## config.mk

```make
export PLATFORM = sky130hd
export DESIGN_NAME = multicycle_ctrl_flat
export DESIGN_NICKNAME = d
export VERILOG_FILES = /design/src/rtl/multicycle_ctrl_if.sv /design/src/rtl/multicycle_ctrl.sv /design/src/flat_wrapper.sv
export SDC_FILE = /design/constraint.sdc
export NUM_CORES = 1
export LEC_CHECK = 0
export ABC_CLOCK_PERIOD_IN_PS = 2400
export BUFFER_PORTS_ARGS = -buffer_cell sky130_fd_sc_hd__buf_2
export CAP_MARGIN = 20
export CORE_UTILIZATION = 35
export DETAILED_ROUTE_END_ITERATION = 12
export GPL_TIMING_DRIVEN = 0
export PLACE_DENSITY = 0.7
export SYNTH_ARGS = -nofsm -noshare
export SYNTH_HDL_FRONTEND = slang
export SYNTH_SLANG_ARGS = --single-unit
```

## constraint.sdc

```tcl
create_clock -name clk -period 2.4 [get_ports clk]
set_input_delay 0.12 -clock clk [delete_from_list [all_inputs] [get_ports clk]]
set_output_delay 0.12 -clock clk [all_outputs]
set_load 0.01 [all_outputs]
```

## src/rtl/multicycle_ctrl_if.sv

```systemverilog
// Control/handshake bundle between the multi-cycle sequencer and the MIPS-lite
// datapath plus the shared memory port.
interface multicycle_ctrl_if;
    logic [5:0] op;
    logic [5:0] func;
    logic       zero;
    logic       mem_ready;
    logic       mem_req;
    logic       IRWrite;
    logic       PCWrite;
    logic [1:0] npcsel;
    logic [1:0] RegDst;
    logic       ALUSrc;
    logic [1:0] MemtoReg;
    logic       RegWrite;
    logic       MemWrite;
    logic [1:0] EXTop;
    logic [1:0] ALUctr;

    modport master (
        input  op, func, zero, mem_ready,
        output mem_req, IRWrite, PCWrite, npcsel, RegDst, ALUSrc,
               MemtoReg, RegWrite, MemWrite, EXTop, ALUctr
    );

    modport slave (
        output op, func, zero, mem_ready,
        input  mem_req, IRWrite, PCWrite, npcsel, RegDst, ALUSrc,
               MemtoReg, RegWrite, MemWrite, EXTop, ALUctr
    );
endinterface

```

## src/rtl/multicycle_ctrl.sv

```systemverilog
// Multi-cycle FETCH/DECODE/EXE/MEM/WB sequencer for the MIPS-lite datapath,
// sharing one memory port between instruction fetch and data access.
//
// state  | meaning
// FETCH  | request instruction word, load IR and PC+4 on mem_ready
// DECODE | classify IR; nop/jr/illegal retire here, jal skips to WB
// EXE    | ALU operation; beq resolves and retires here
// MEM    | data access for lw/sw, held until mem_ready
// WB     | register file write, jal also redirects PC
module multicycle_ctrl #(
    parameter int CNT_W = 32
) (
    input  logic               clk,
    input  logic               reset,
    multicycle_ctrl_if.master  bus,
    output logic [2:0]         state,
    output logic               instr_done,
    output logic               illegal,
    output logic [CNT_W-1:0]   instr_count
);

    localparam logic [2:0] S_FETCH  = 3'd0;
    localparam logic [2:0] S_DECODE = 3'd1;
    localparam logic [2:0] S_EXE    = 3'd2;
    localparam logic [2:0] S_MEM    = 3'd3;
    localparam logic [2:0] S_WB     = 3'd4;

    logic [2:0]       state_q, state_d;
    logic [CNT_W-1:0] count_q, count_d;

    logic is_rtype, is_addu, is_subu, is_jr, is_nop;
    logic is_ori, is_lui, is_lw, is_sw, is_beq, is_jal, is_legal;

    always_comb begin
        is_rtype = (bus.op == 6'b000000);
        is_addu  = is_rtype && (bus.func == 6'b100001);
        is_subu  = is_rtype && (bus.func == 6'b100011);
        is_jr    = is_rtype && (bus.func == 6'b001000);
        is_nop   = is_rtype && (bus.func == 6'b000000);
        is_ori   = (bus.op == 6'b001101);
        is_lui   = (bus.op == 6'b001111);
        is_lw    = (bus.op == 6'b100011);
        is_sw    = (bus.op == 6'b101011);
        is_beq   = (bus.op == 6'b000100);
        is_jal   = (bus.op == 6'b000011);
        is_legal = is_addu | is_subu | is_jr | is_nop | is_ori | is_lui |
                   is_lw | is_sw | is_beq | is_jal;
    end

    always_ff @(posedge clk or negedge reset) begin
        if (!reset) begin
            state_q <= S_FETCH;
            count_q <= '0;
        end else begin
            state_q <= state_d;
            count_q <= count_d;
        end
    end

    always_comb begin
        state_d = S_FETCH;
        case (state_q)
            S_FETCH:  state_d = bus.mem_ready ? S_DECODE : S_FETCH;
            S_DECODE: begin
                if (is_nop || is_jr || !is_legal) state_d = S_FETCH;
                else if (is_jal)                  state_d = S_WB;
                else                              state_d = S_EXE;
            end
            S_EXE: begin
                if (is_lw || is_sw) state_d = S_MEM;
                else if (is_beq)    state_d = S_FETCH;
                else                state_d = S_WB;
            end
            S_MEM: begin
                if (!bus.mem_ready) state_d = S_MEM;
                else if (is_sw)     state_d = S_FETCH;
                else                state_d = S_WB;
            end
            S_WB:     state_d = S_FETCH;
            default:  state_d = S_FETCH;
        endcase
    end

    // Everything is forced low while reset is held, including the FETCH request.
    always_comb begin
        bus.mem_req  = 1'b0;
        bus.IRWrite  = 1'b0;
        bus.PCWrite  = 1'b0;
        bus.npcsel   = 2'b00;
        bus.RegDst   = 2'b00;
        bus.ALUSrc   = 1'b0;
        bus.MemtoReg = 2'b00;
        bus.RegWrite = 1'b0;
        bus.MemWrite = 1'b0;
        bus.EXTop    = 2'b00;
        bus.ALUctr   = 2'b00;
        instr_done   = 1'b0;
        illegal      = 1'b0;
        if (reset) begin
            case (state_q)
                S_FETCH: begin
                    bus.mem_req = 1'b1;
                    if (bus.mem_ready) begin
                        bus.IRWrite = 1'b1;
                        bus.PCWrite = 1'b1;
                    end
                end
                S_DECODE: begin
                    if (is_jr) begin
                        bus.PCWrite = 1'b1;
                        bus.npcsel  = 2'b11;
                    end
                    if (is_nop || is_jr || !is_legal) instr_done = 1'b1;
                    if (!is_legal) illegal = 1'b1;
                end
                S_EXE, S_MEM: begin
                    // MEM keeps the EXE ALU controls so the data address holds.
                    if (is_subu) bus.ALUctr = 2'b01;
                    if (is_ori) begin
                        bus.ALUctr = 2'b10;
                        bus.ALUSrc = 1'b1;
                    end
                    if (is_lui) begin
                        bus.ALUSrc = 1'b1;
                        bus.EXTop  = 2'b10;
                    end
                    if (is_lw || is_sw) begin
                        bus.ALUSrc = 1'b1;
                        bus.EXTop  = 2'b01;
                    end
                    if (is_beq) begin
                        bus.ALUctr = 2'b01;
                        bus.EXTop  = 2'b01;
                    end
                    if (state_q == S_EXE && is_beq) begin
                        bus.PCWrite = bus.zero;
                        bus.npcsel  = 2'b01;
                        instr_done  = 1'b1;
                    end
                    if (state_q == S_MEM) begin
                        bus.mem_req  = 1'b1;
                        bus.MemWrite = is_sw;
                        if (bus.mem_ready && is_sw) instr_done = 1'b1;
                    end
                end
                S_WB: begin
                    bus.RegWrite = 1'b1;
                    instr_done   = 1'b1;
                    if (is_addu || is_subu) bus.RegDst = 2'b01;
                    if (is_lw) bus.MemtoReg = 2'b01;
                    if (is_jal) begin
                        bus.RegDst   = 2'b10;
                        bus.MemtoReg = 2'b10;
                        bus.PCWrite  = 1'b1;
                        bus.npcsel   = 2'b10;
                    end
                end
                default: ;
            endcase
        end
    end

    always_comb begin
        count_d = count_q + CNT_W'(instr_done);
    end

    assign state       = state_q;
    assign instr_count = count_q;

endmodule
```

## src/flat_wrapper.sv

```systemverilog
// flat-port wrapper written by rule: the top's interface ports become plain ports
module multicycle_ctrl_flat 
#(
    parameter int CNT_W = 32
)
  (clk, reset, state, instr_done, illegal, instr_count, bus_op, bus_func, bus_zero, bus_mem_ready, bus_mem_req, bus_IRWrite, bus_PCWrite, bus_npcsel, bus_RegDst, bus_ALUSrc, bus_MemtoReg, bus_RegWrite, bus_MemWrite, bus_EXTop, bus_ALUctr);
  multicycle_ctrl_if bus_i ();
  input  logic clk;
  input  logic reset;
  output logic [2:0] state;
  output logic instr_done;
  output logic illegal;
  output logic [CNT_W-1:0] instr_count;
  input wire logic [$bits(bus_i.op)-1:0] bus_op;
  input wire logic [$bits(bus_i.func)-1:0] bus_func;
  input wire logic [$bits(bus_i.zero)-1:0] bus_zero;
  input wire logic [$bits(bus_i.mem_ready)-1:0] bus_mem_ready;
  output wire logic [$bits(bus_i.mem_req)-1:0] bus_mem_req;
  output wire logic [$bits(bus_i.IRWrite)-1:0] bus_IRWrite;
  output wire logic [$bits(bus_i.PCWrite)-1:0] bus_PCWrite;
  output wire logic [$bits(bus_i.npcsel)-1:0] bus_npcsel;
  output wire logic [$bits(bus_i.RegDst)-1:0] bus_RegDst;
  output wire logic [$bits(bus_i.ALUSrc)-1:0] bus_ALUSrc;
  output wire logic [$bits(bus_i.MemtoReg)-1:0] bus_MemtoReg;
  output wire logic [$bits(bus_i.RegWrite)-1:0] bus_RegWrite;
  output wire logic [$bits(bus_i.MemWrite)-1:0] bus_MemWrite;
  output wire logic [$bits(bus_i.EXTop)-1:0] bus_EXTop;
  output wire logic [$bits(bus_i.ALUctr)-1:0] bus_ALUctr;
  assign bus_i.op = bus_op;
  assign bus_i.func = bus_func;
  assign bus_i.zero = bus_zero;
  assign bus_i.mem_ready = bus_mem_ready;
  assign bus_mem_req = bus_i.mem_req;
  assign bus_IRWrite = bus_i.IRWrite;
  assign bus_PCWrite = bus_i.PCWrite;
  assign bus_npcsel = bus_i.npcsel;
  assign bus_RegDst = bus_i.RegDst;
  assign bus_ALUSrc = bus_i.ALUSrc;
  assign bus_MemtoReg = bus_i.MemtoReg;
  assign bus_RegWrite = bus_i.RegWrite;
  assign bus_MemWrite = bus_i.MemWrite;
  assign bus_EXTop = bus_i.EXTop;
  assign bus_ALUctr = bus_i.ALUctr;
  multicycle_ctrl #(.CNT_W(CNT_W)) u_core (.clk(clk), .reset(reset), .bus(bus_i), .state(state), .instr_done(instr_done), .illegal(illegal), .instr_count(instr_count));
endmodule
```

; Word-level counts from Yosys, hierarchy flattened
; Index checks and enable logic that the tools add are counted.
[totals]
memories = 0
regBits = 35
romBits = 0
output_inout_bits = 53
latch_bits = 0
in_bits = 16
ramBits = 0
word_cells = 101
[classes]
n_div = 0
n_lt_le_gt_ge = 0
multipliers = 0
shifts = 0
mux = 61
bitwise_logic = 9
n_eq_ne = 13
n_reduce_logical = 15
n_addsub = 1
[op_table]
columns = operator, count
row1 = 2-to-1 mux 2 bit, 18
row2 = adder 32 x 1 -> 32 bit, 1
row3 = 2-to-1 mux 1 bit, 32
row4 = == test 6 bit (second input constant), 4
row5 = == test 6 x 4 -> 1 bit (second input constant), 3
row6 = 2-to-1 mux 3 bit, 6
row7 = zero test 6 bit, 2
row8 = case mux 3 bit (4 select lines), 1
row9 = bitwise OR 1 bit, 9
row10 = == test 3 x 2 -> 1 bit (second input constant), 2
row11 = == test 6 x 2 -> 1 bit (second input constant), 1
row12 = == test 6 x 3 -> 1 bit (second input constant), 1
row13 = logical AND 1 bit, 6
row14 = case mux 2 bit (3 select lines), 1
row15 = logical OR 1 bit, 4
row16 = case mux 1 bit (4 select lines), 1
row17 = == test 3 x 1 -> 1 bit (second input constant), 1
row18 = == test 3 bit (second input constant), 1
row19 = zero test 3 bit, 1
row20 = case mux 1 bit (3 select lines), 1
row21 = case mux 1 bit (2 select lines), 1
row22 = OR reduction 2 bit, 1
row23 = zero test 1 bit, 1

; Longest topological paths before layout
; Gate-level depths: netlist (run 1).
[logic_depth]
ltp_word = 17
depth_mapped = 11
mapped_depth_nobuf = 10

; Least setup slack after synthesis (run 1)
; No wires, ideal clock.
[synth_timing]
path_kind = register to register
start = register u_core.state_q[1], in the netlist u_core.state[1]
end = register u_core.count_q[20], in the netlist u_core.instr_count[20]
setup_time_ps = 79
n_path_buf = 1
stages_incl_launch_ff = 12
synth_period_minus_slack_ps = 2830
arrival_time_ps = 2751
required_ps = 2321
path_slack_ps = -430
cell_sequence = dfrtp_1 clkbuf_1 nand3b_1 o41ai_1 o311ai_0 o211ai_1 ha_1 ha_1 inv_1 or4b_4 nor3_2 xor2_1
[synth_via]
elab_chain_len = 8
word_cells_on_any_way = 12
cone_classes = 1 x add/sub / 4 x eq/ne / 5 x mux / 2 x reduce/logical
[synth_lines]
columns = item, line
row1 = start: declaration, multicycle_ctrl.sv:28  ; logic [2:0] state_q, state_d;
row2 = start signal: assignment, multicycle_ctrl.sv:55  ; state_q <= state_d;
row3 = == test 3 x 2 -> 1 bit, "multicycle_ctrl.sv:100, multicycle_ctrl.sv:135"
row4 = logical AND 1 bit, multicycle_ctrl.sv:135  ; if (state_q == S_EXE && is_beq) begin
row5 = 2-to-1 mux 1 bit, multicycle_ctrl.sv:135
row6 = 2-to-1 mux 1 bit, multicycle_ctrl.sv:143  ; if (bus.mem_ready && is_sw) instr_done = 1'b1;
row7 = 2-to-1 mux 1 bit, multicycle_ctrl.sv:140  ; if (state_q == S_MEM) begin
row8 = case mux 1 bit (3 select lines) (*), multicycle_ctrl.sv:100  ; case (state_q)
row9 = 2-to-1 mux 1 bit (*), multicycle_ctrl.sv:99  ; if (reset) begin
row10 = via instr_done, flat_wrapper.sv:11  ; output logic instr_done;
row11 = adder 32 x 1 -> 32 bit (*), multicycle_ctrl.sv:164  ; count_d = count_q + CNT_W'(instr_done);
row12 = via u_core.count_d[20], multicycle_ctrl.sv:29  ; logic [CNT_W-1:0] count_q, count_d;
row13 = end signal: assignment, multicycle_ctrl.sv:56  ; count_q <= count_d;
row14 = end: declaration, multicycle_ctrl.sv:29
; The timed path passes the listed nets; every way through them passes the cells marked *.

; Final worst setup path (run 1)
[layout_timing]
start = register u_core.state_q[1], in the netlist u_core.state[1]
end = register u_core.count_q[20], in the netlist u_core.instr_count[20]
[layout_via]
elab_chain_len = 8
word_cells_on_any_way = 12
cone_classes = 1 x add/sub / 4 x eq/ne / 5 x mux / 2 x reduce/logical
[layout_lines]
columns = item, line
row1 = == test 3 x 2 -> 1 bit, "multicycle_ctrl.sv:100, multicycle_ctrl.sv:135"
row2 = logical AND 1 bit, multicycle_ctrl.sv:135
row3 = 2-to-1 mux 1 bit, multicycle_ctrl.sv:135
row4 = 2-to-1 mux 1 bit, multicycle_ctrl.sv:143
row5 = 2-to-1 mux 1 bit, multicycle_ctrl.sv:140
row6 = case mux 1 bit (3 select lines) (*), multicycle_ctrl.sv:100
row7 = 2-to-1 mux 1 bit (*), multicycle_ctrl.sv:99
row8 = adder 32 x 1 -> 32 bit (*), multicycle_ctrl.sv:164
row9 = via u_core.count_d[20], multicycle_ctrl.sv:29
; Marked as above.

==> results of run 1 <==
## cell type report
class                   count  area (µm²)  share of cell area
multi-input cells         164        1250               0.444
flip-flops and latches     35         877               0.312
repair buffers             80         440               0.156
well taps                  72        90.1              0.0320
clock buffers               6        72.6              0.0258
plain buffers               7        51.3              0.0182
inverters                   6        22.5             0.00800
clock inverters             2        12.5             0.00444
## worst min path at each step
stage	to	slack, ns
2_1_floorplan	u_core.instr_count[0]	-0.18
3_3_place_gp	u_core.instr_count[5]	0.25
3_5_place_dp	u_core.instr_count[5]	0.26
4_1_cts	u_core.instr_count[5]	-0.05
5_1_grt	u_core.instr_count[5]	-0.14
6_report	u_core.instr_count[5]	-0.17
## metal layers
| layer | up-vias | global-route usage |
|---|---|---|
| met1 | 956 | 0.219 |
| met3 | 4 | 0.0430 |
| met4 | 0 | 0.0500 |
| met2 | 38 | 0.276 |
| li1 | 932 | - |
| met5 | - | 0 |
## cells in the final DEF, fill, tap and decap left out, types with 2 or more instances in the layout
| cell type | synthesis | final |
|---|---|---|
| nor4_4 | 1 | 2 |
| dfrtp_1 | 35 | 34 |
| nor2b_1 | 5 | 5 |
| nor4_1 | 4 | 3 |
| nor2_2 | 0 | 3 |
| buf_2 | 2 | 68 |
| or3_1 | 3 | 3 |
| nand3_1 | 16 | 14 |
| o211ai_1 | 2 | 2 |
| xor2_1 | 10 | 10 |
| and4_1 | 2 | 2 |
| buf_6 | 0 | 3 |
| buf_4 | 1 | 11 |
| nor3_2 | 1 | 2 |
| nand3b_1 | 4 | 4 |
| a21boi_1 | 2 | 2 |
| nand2b_1 | 5 | 4 |
| nand2_1 | 15 | 14 |
| o21ai_0 | 3 | 3 |
| nor3_1 | 8 | 5 |
| nor3_4 | 0 | 2 |
| a21oi_1 | 5 | 5 |
| nor4_2 | 2 | 2 |
| xnor2_1 | 21 | 20 |
| clkbuf_8 | 0 | 5 |
| inv_1 | 6 | 5 |
| nor2_1 | 20 | 16 |
| nand4_1 | 11 | 11 |
| nand3_2 | 1 | 3 |
| clkbuf_1 | 4 | 3 |
## critical path, delay by kind of cell (launching register included)
kind | cells | cell delay (ns)
flip-flops | 1 | 0.40
adder cells (fa/ha/maj) | 2 | 0.41
AND/OR/NAND/NOR | 3 | 0.78
XOR/XNOR | 1 | 0.16
AO/OA/AOI/OAI | 3 | 0.58
buffers and inverters | 2 | 0.14
## power groups by stage
stage               combinational, mW  clock [mW]  sequential (mW)
floorplan                       0.127           0            0.742
global placement                0.266           0            0.727
detailed placement              0.273           0            0.731
CTS                             0.302       0.430            0.718
global route                    0.363       0.455            0.736
finish                          0.333       0.413            0.728
## per-stage QoR
step                hold WS [ns]  total power, mW
detailed placement         0.258             1.00
global route              -0.144             1.55
finish                    -0.172             1.47
floorplan                 -0.176            0.869
global placement           0.253            0.993
CTS                      -0.0468             1.45
## cells by family after synthesis
kind of cell,synth area share
xor gates and xnor gates,0.134
and+or+nand+nor,0.324
DFF,0.432
buffers and inverters,0.0271
AOI/OAI and AO/OA,0.0654
muxes,0.00555
adders and majority gates,0.0123
## sequential cells by signal, indices dropped and copies added (netlist names)
name                flops
u_core.instr_count     32
u_core.state            3
## repair_timing
item / 4_1_cts / 5_1_grt
setup endpoints to repair: 27 / 26
gates resized for setup: 15 / 16
pin swaps: 10 / 21
hold endpoints to repair: 35 / 35
buffers inserted: 7 / 5
==> results by group, run 1 <==
Pwr
  – Sequential Power Share: 0.494
  – Clock share of power: 0.280
  – Sw frac: 0.321
  – P_int: 1.00 mW
  – Power per cell area: 524 nW/µm²
  – Leak: 1.38 nW
  – Switching power: 473 µW
  – Power share of the combinational group: 0.226
  – Peak VDD IR: 0.301 mV

GRT
  – Global-route wire length before repair: 8270 µm
  – Largest net degree at the start of global routing: 38
  – Initial antenna violation count: 0
  – Vias in the first global route: 1770
  – Total GRT Usage: 0.169
  – Overflow after GRT: 0

Drt
  – Total Wirelength: 5150 µm
  – Remaining DRCs: 0
  – Iter 0 DRT Violations: 77
  – Met1 wire length: 2390 µm
  – Vias per std cell: 5.19
  – Met3 Routed Length: 157 µm
  – Routed WL per cell: 13.9 µm
  – DRT Pass-1 Iters: 4
  – Routed Antenna Nets: 0
  – Via count: 1930
  – Highest Signal Layer: met4
  – Routed met2 length: 2560 µm

Critical path
  – Worst R2R Start: u_core.state[1]
  – R2r setup slk: -0.14 ns
  – Crit path max fanout: 4
  – CP startpoint: u_core.state[1]
  – Critical path's largest stage delay: 0.56 ns
  – Crit-path slowest cell: or4b_4
  – Worst setup path end: u_core.instr_count[20]
  – Critical Path End Type: flop
  – FF-to-FF End: u_core.instr_count[20]
  – Crit start category: flop
  – Req. time, crit path: 2.61 ns
  – Critical path class: reg2reg
  – Worst-path cell chain: buf_8 > nand3b_1 > o41ai_2 > o311ai_1 > o211ai_1 > ha_2 > ha_4 > inv_2 > or4b_4 > nor3_4 > xor2_1
  – R2r worst-path depth: 11
  – Worst Path Arrival: 2.75 ns

Floorplan
  – Chip Width: 78.1 µm
  – Die Ht: 78.1 µm
  – Die area: 6100 µm²
  – Std cell rows: 27
  – Starting density of the core: 0.366
  – Boundary Pins: 69
  – Core area: 5540 µm²

Timing
  – Worst hold slack: -0.172 ns
  – Final setup skew: 0.00663 ns
  – Max-slew violations: 0
  – Setup tns final: -0.622 ns
  – Hold Vio Cnt, Final: 35
  – RSZ-0062 raised after global routing: true
  – Post-layout minimum cycle time: 2.54 ns
  – Maximum clock frequency: 0.393 GHz
  – Final Cycle Share: 1.06
  – Worst-Margin Slew: 0.602 ns
  – Setup Viol. Count Final: 11
  – Final worst slack: -0.145 ns
  – Slew headroom: 0.597

Place
  – Dpl ws: -0.645 ns
  – Placer Congestion: 0.810
  – Dpl cells: 352
  – Post-DP Area: 2510 µm²
  – I/O Buffers: 68
  – Placed wire-length estimate: 3620 µm

Finish
  – Layout area overhead: 38.8%
  – Final Util: 0.508
  – Antenna cell count: 0
  – Fin nets: 317
  – Layout cells sized above 1: 0.407
  – Layout filler cell count: 538
  – Post-Layout Cell Count: 372
  – Final Cell Area: 2820 µm²

Yosys
  – Mean post-synth cell area: 9.57 µm²
  – Most common library cells after synthesis: dfrtp_1, xnor2_1, nor2_1, nand3_1, nand2_1
  – Syn Inst Count: 212
  – Top-count cell post-synth: dfrtp_1
  – Seq cells post-synth: 35
  – Syn Std Cell Area: 2030 µm²
  – Distinct cell type count after synthesis: 46
  – EDFF count, synth: 0
  – Post-synth top area cell: dfrtp_1
  – Most used DFF post-synth: dfrtp_1
  – Synth async-reset ratio: 1.00
  – Synth area leaders: dfrtp_1, xnor2_1, xor2_1
  – Syn Nets: 230
  – Seq/Total Area, Yosys: 0.432
  – YS warnings: 0
  – Post-synth top area share: 0.432

Job
  – Max Cap Viol: 0

Outcome
  – Failing checks: negative hold slack, negative setup slack
  – Status: complete, but fails checks

Clocking
  – Clock tree buffer depth: 2
  – Htree depth: 2
  – Worst-Skew Late Latency: 0.28 ns
  – Root Buffer: clkbuf_8
  – Inserted Clock Buffers: 5
  – Reg clk slew, reported paths: 0.07 ns
  – CTS tree: built
  – Clock sinks: 35

Worst hold path
  – Hold Crit Class: in2async
No activity file was read; power rests on OpenSTA's default activity.
==> run 2: changes to the inputs <==
==> constraint.sdc (replaced) <==
create_clock -name clk -period 2.4 [get_ports clk]
set_input_delay 0.12 -clock clk [delete_from_list [all_inputs] [get_ports clk]]
set_output_delay 0.12 -clock clk [all_outputs]
set_load 0.005 [all_outputs]
==> results by group, run 2 (same netlist as run 1, synthesis figures left out) <==
Critical path
  – Worst-path cell chain: clkbuf_8 > nand3b_1 > o41ai_4 > o311ai_1 > o211ai_1 > ha_2 > ha_4 > inv_2 > or4b_4 > nor3_2 > xor2_1
  – Crit path max fanout: 4
  – Crit start category: flop
  – Crit-path slowest cell: or4b_4
  – Critical path's largest stage delay: 0.55 ns
  – Req. time, crit path: 2.61 ns
  – Worst Path Arrival: 2.77 ns
  – Critical Path End Type: flop
  – Critical path class: reg2reg

Finish
  – Layout area overhead: 34.1%
  – Most frequent cells in the layout: buf_2, dfrtp_1, xnor2_1, nor2_1, nand3_1
  – Layout cells sized above 1: 0.376
  – Final Cell Area: 2720 µm²
  – Fin nets: 312
  – Commonest non-fill, non-tap cell in the layout: buf_2
  – Max FFs per register: 32
  – Antenna cell count: 0

Pwr
  – Peak VDD IR: 0.285 mV
  – P_int: 979 µW
  – Clock share of power: 0.295
  – Final Power: 1.42 mW
  – Power share of the combinational group: 0.197
  – Switching power: 438 µW
  – Sw frac: 0.309
  – Leak: 1.32 nW
  – Power per cell area: 521 nW/µm²
  – Sequential Power Share: 0.509

Clocking
  – Clock tree buffer depth: 2
  – Root Buffer: clkbuf_8
  – Clock sinks: 35
  – Htree depth: 2
  – Worst-Skew Late Latency: 0.29 ns
  – Reg clk slew, reported paths: 0.07 ns
  – Inserted Clock Buffers: 5
  – CTS tree: built

Drt
  – DRT Pass-1 Iters: 4
  – Total Wirelength: 5120 µm
  – Routed Antenna Nets: 0
  – Iter 0 DRT Violations: 77
  – Remaining DRCs: 0
  – Vias per std cell: 5.13
  – Via count: 1883
  – Routed WL per cell: 13.9 µm

Timing
  – Final worst slack: -0.158 ns
  – Hold Vio Cnt, Final: 35
  – Worst hold slack: -0.217 ns
  – RSZ-0062 raised after global routing: true
  – Final Cycle Share: 1.07
  – Worst-Margin Slew: 0.536 ns
  – Setup Viol. Count Final: 13
  – Maximum clock frequency: 0.391 GHz
  – Slew headroom: 0.642
  – Post-layout minimum cycle time: 2.56 ns
  – Final setup skew: 0.00430 ns
  – Max-slew violations: 0

GRT
  – Overflow after GRT: 0
  – Global-route wire length before repair: 8420 µm
  – Vias in the first global route: 1756
  – Total GRT Usage: 0.174
  – Largest net degree at the start of global routing: 38
  – Initial antenna violation count: 0

Outcome
  – Failing checks: negative hold slack, negative setup slack
  – Status: complete, but fails checks

Job
  – Max Cap Viol: 0

Floorplan
  – Std cell rows: 27
  – Chip Width: 78.1 µm
  – Core area: 5540 µm²
  – Die Ht: 78.1 µm
  – Die area: 6100 µm²
  – Boundary Pins: 69
  – Starting density of the core: 0.366

Place
  – I/O Buffers: 68
  – Placed wire-length estimate: 3710 µm
  – Post-DP Area: 2500 µm²
  – Placer Congestion: 0.845

Worst hold path
  – Hold Crit Class: in2async
## run 2: changes by cell type in the layout (fill, tap and decap cells not counted), sizes merged
cell / delta
buf: -5
## run 2: path summary, 6_finish.rpt
check / startpoint / endpoint / slack [ns] / depth (start not counted)
setup reg to reg: u_core.state[1] / u_core.instr_count[20] / -0.16 / 11
setup / recovery: u_core.state[1] / u_core.instr_count[20] / -0.16 / 11
hold reg to reg: u_core.instr_count[31] / u_core.instr_count[31] / 0.47 / 1
hold / removal: reset / u_core.instr_count[3] / -0.22 / 1
max in group asynchronous: reset / u_core.state[1] / 2.27 / 1
min in group clk: bus_mem_ready / u_core.state[0] / 0.12 / 2
## run 2: layer usage
metal  wire (µm)  vias up  global-route usage
met5           0        -                   0
li1            -      921                   -
met2        2530       31               0.282
met4          60        0              0.0537
met1        2370      924               0.234
met3         155        7              0.0314
## run 2: cell type report
class	instances	area, µm²
clock buffers	6	72.6
flip-flops and latches	35	877
clock inverters	2	12.5
well taps	72	90.1
repair buffers	75	395
multi-input cells	164	1200
plain buffers	7	50.0
inverters	6	22.5
fillers	537	2820
## run 2: per-stage QoR
stage | worst slack (ns) | util | setup TNS [ns] | hold slack, ns | cells
global placement | -0.644 | 0.452 | -10.46 | 0.255 | 352
global route | -0.303 | 0.491 | -4.42 | -0.183 | 367
finish | -0.158 | 0.491 | -0.751 | -0.217 | 367
floorplan | -0.308 | - | -1.34 | -0.176 | 212
CTS | -0.201 | 0.485 | -2.58 | -0.198 | 367
detailed placement | -0.680 | 0.452 | -11.21 | 0.272 | 352
## run 2: what timing repair did
action / in CTS / in global routing
resized for setup: 11 / 8
buffers inserted: 7 / 0
hold endpoints to repair: 35 / 35
endpoints found under the setup margin: 28 / 27
pin swaps: 6 / 5
## run 2: power by group through the flow
stage	clock network, mW	logic (mW)	registers [mW]
finish	0.418	0.279	0.721
global route	0.458	0.315	0.729
CTS	0.432	0.273	0.718
detailed placement	0	0.251	0.731
global placement	0	0.240	0.727
floorplan	0	0.123	0.722
## run 2: critical path: cells and delay by family, from the launching register on
family,cells,cell delay [ns]
fa+ha+maj,2,0.38
compound gates,3,0.58
flops,1,0.39
simple gates,3,0.81
buf+inv,2,0.16
xor+xnor,1,0.16
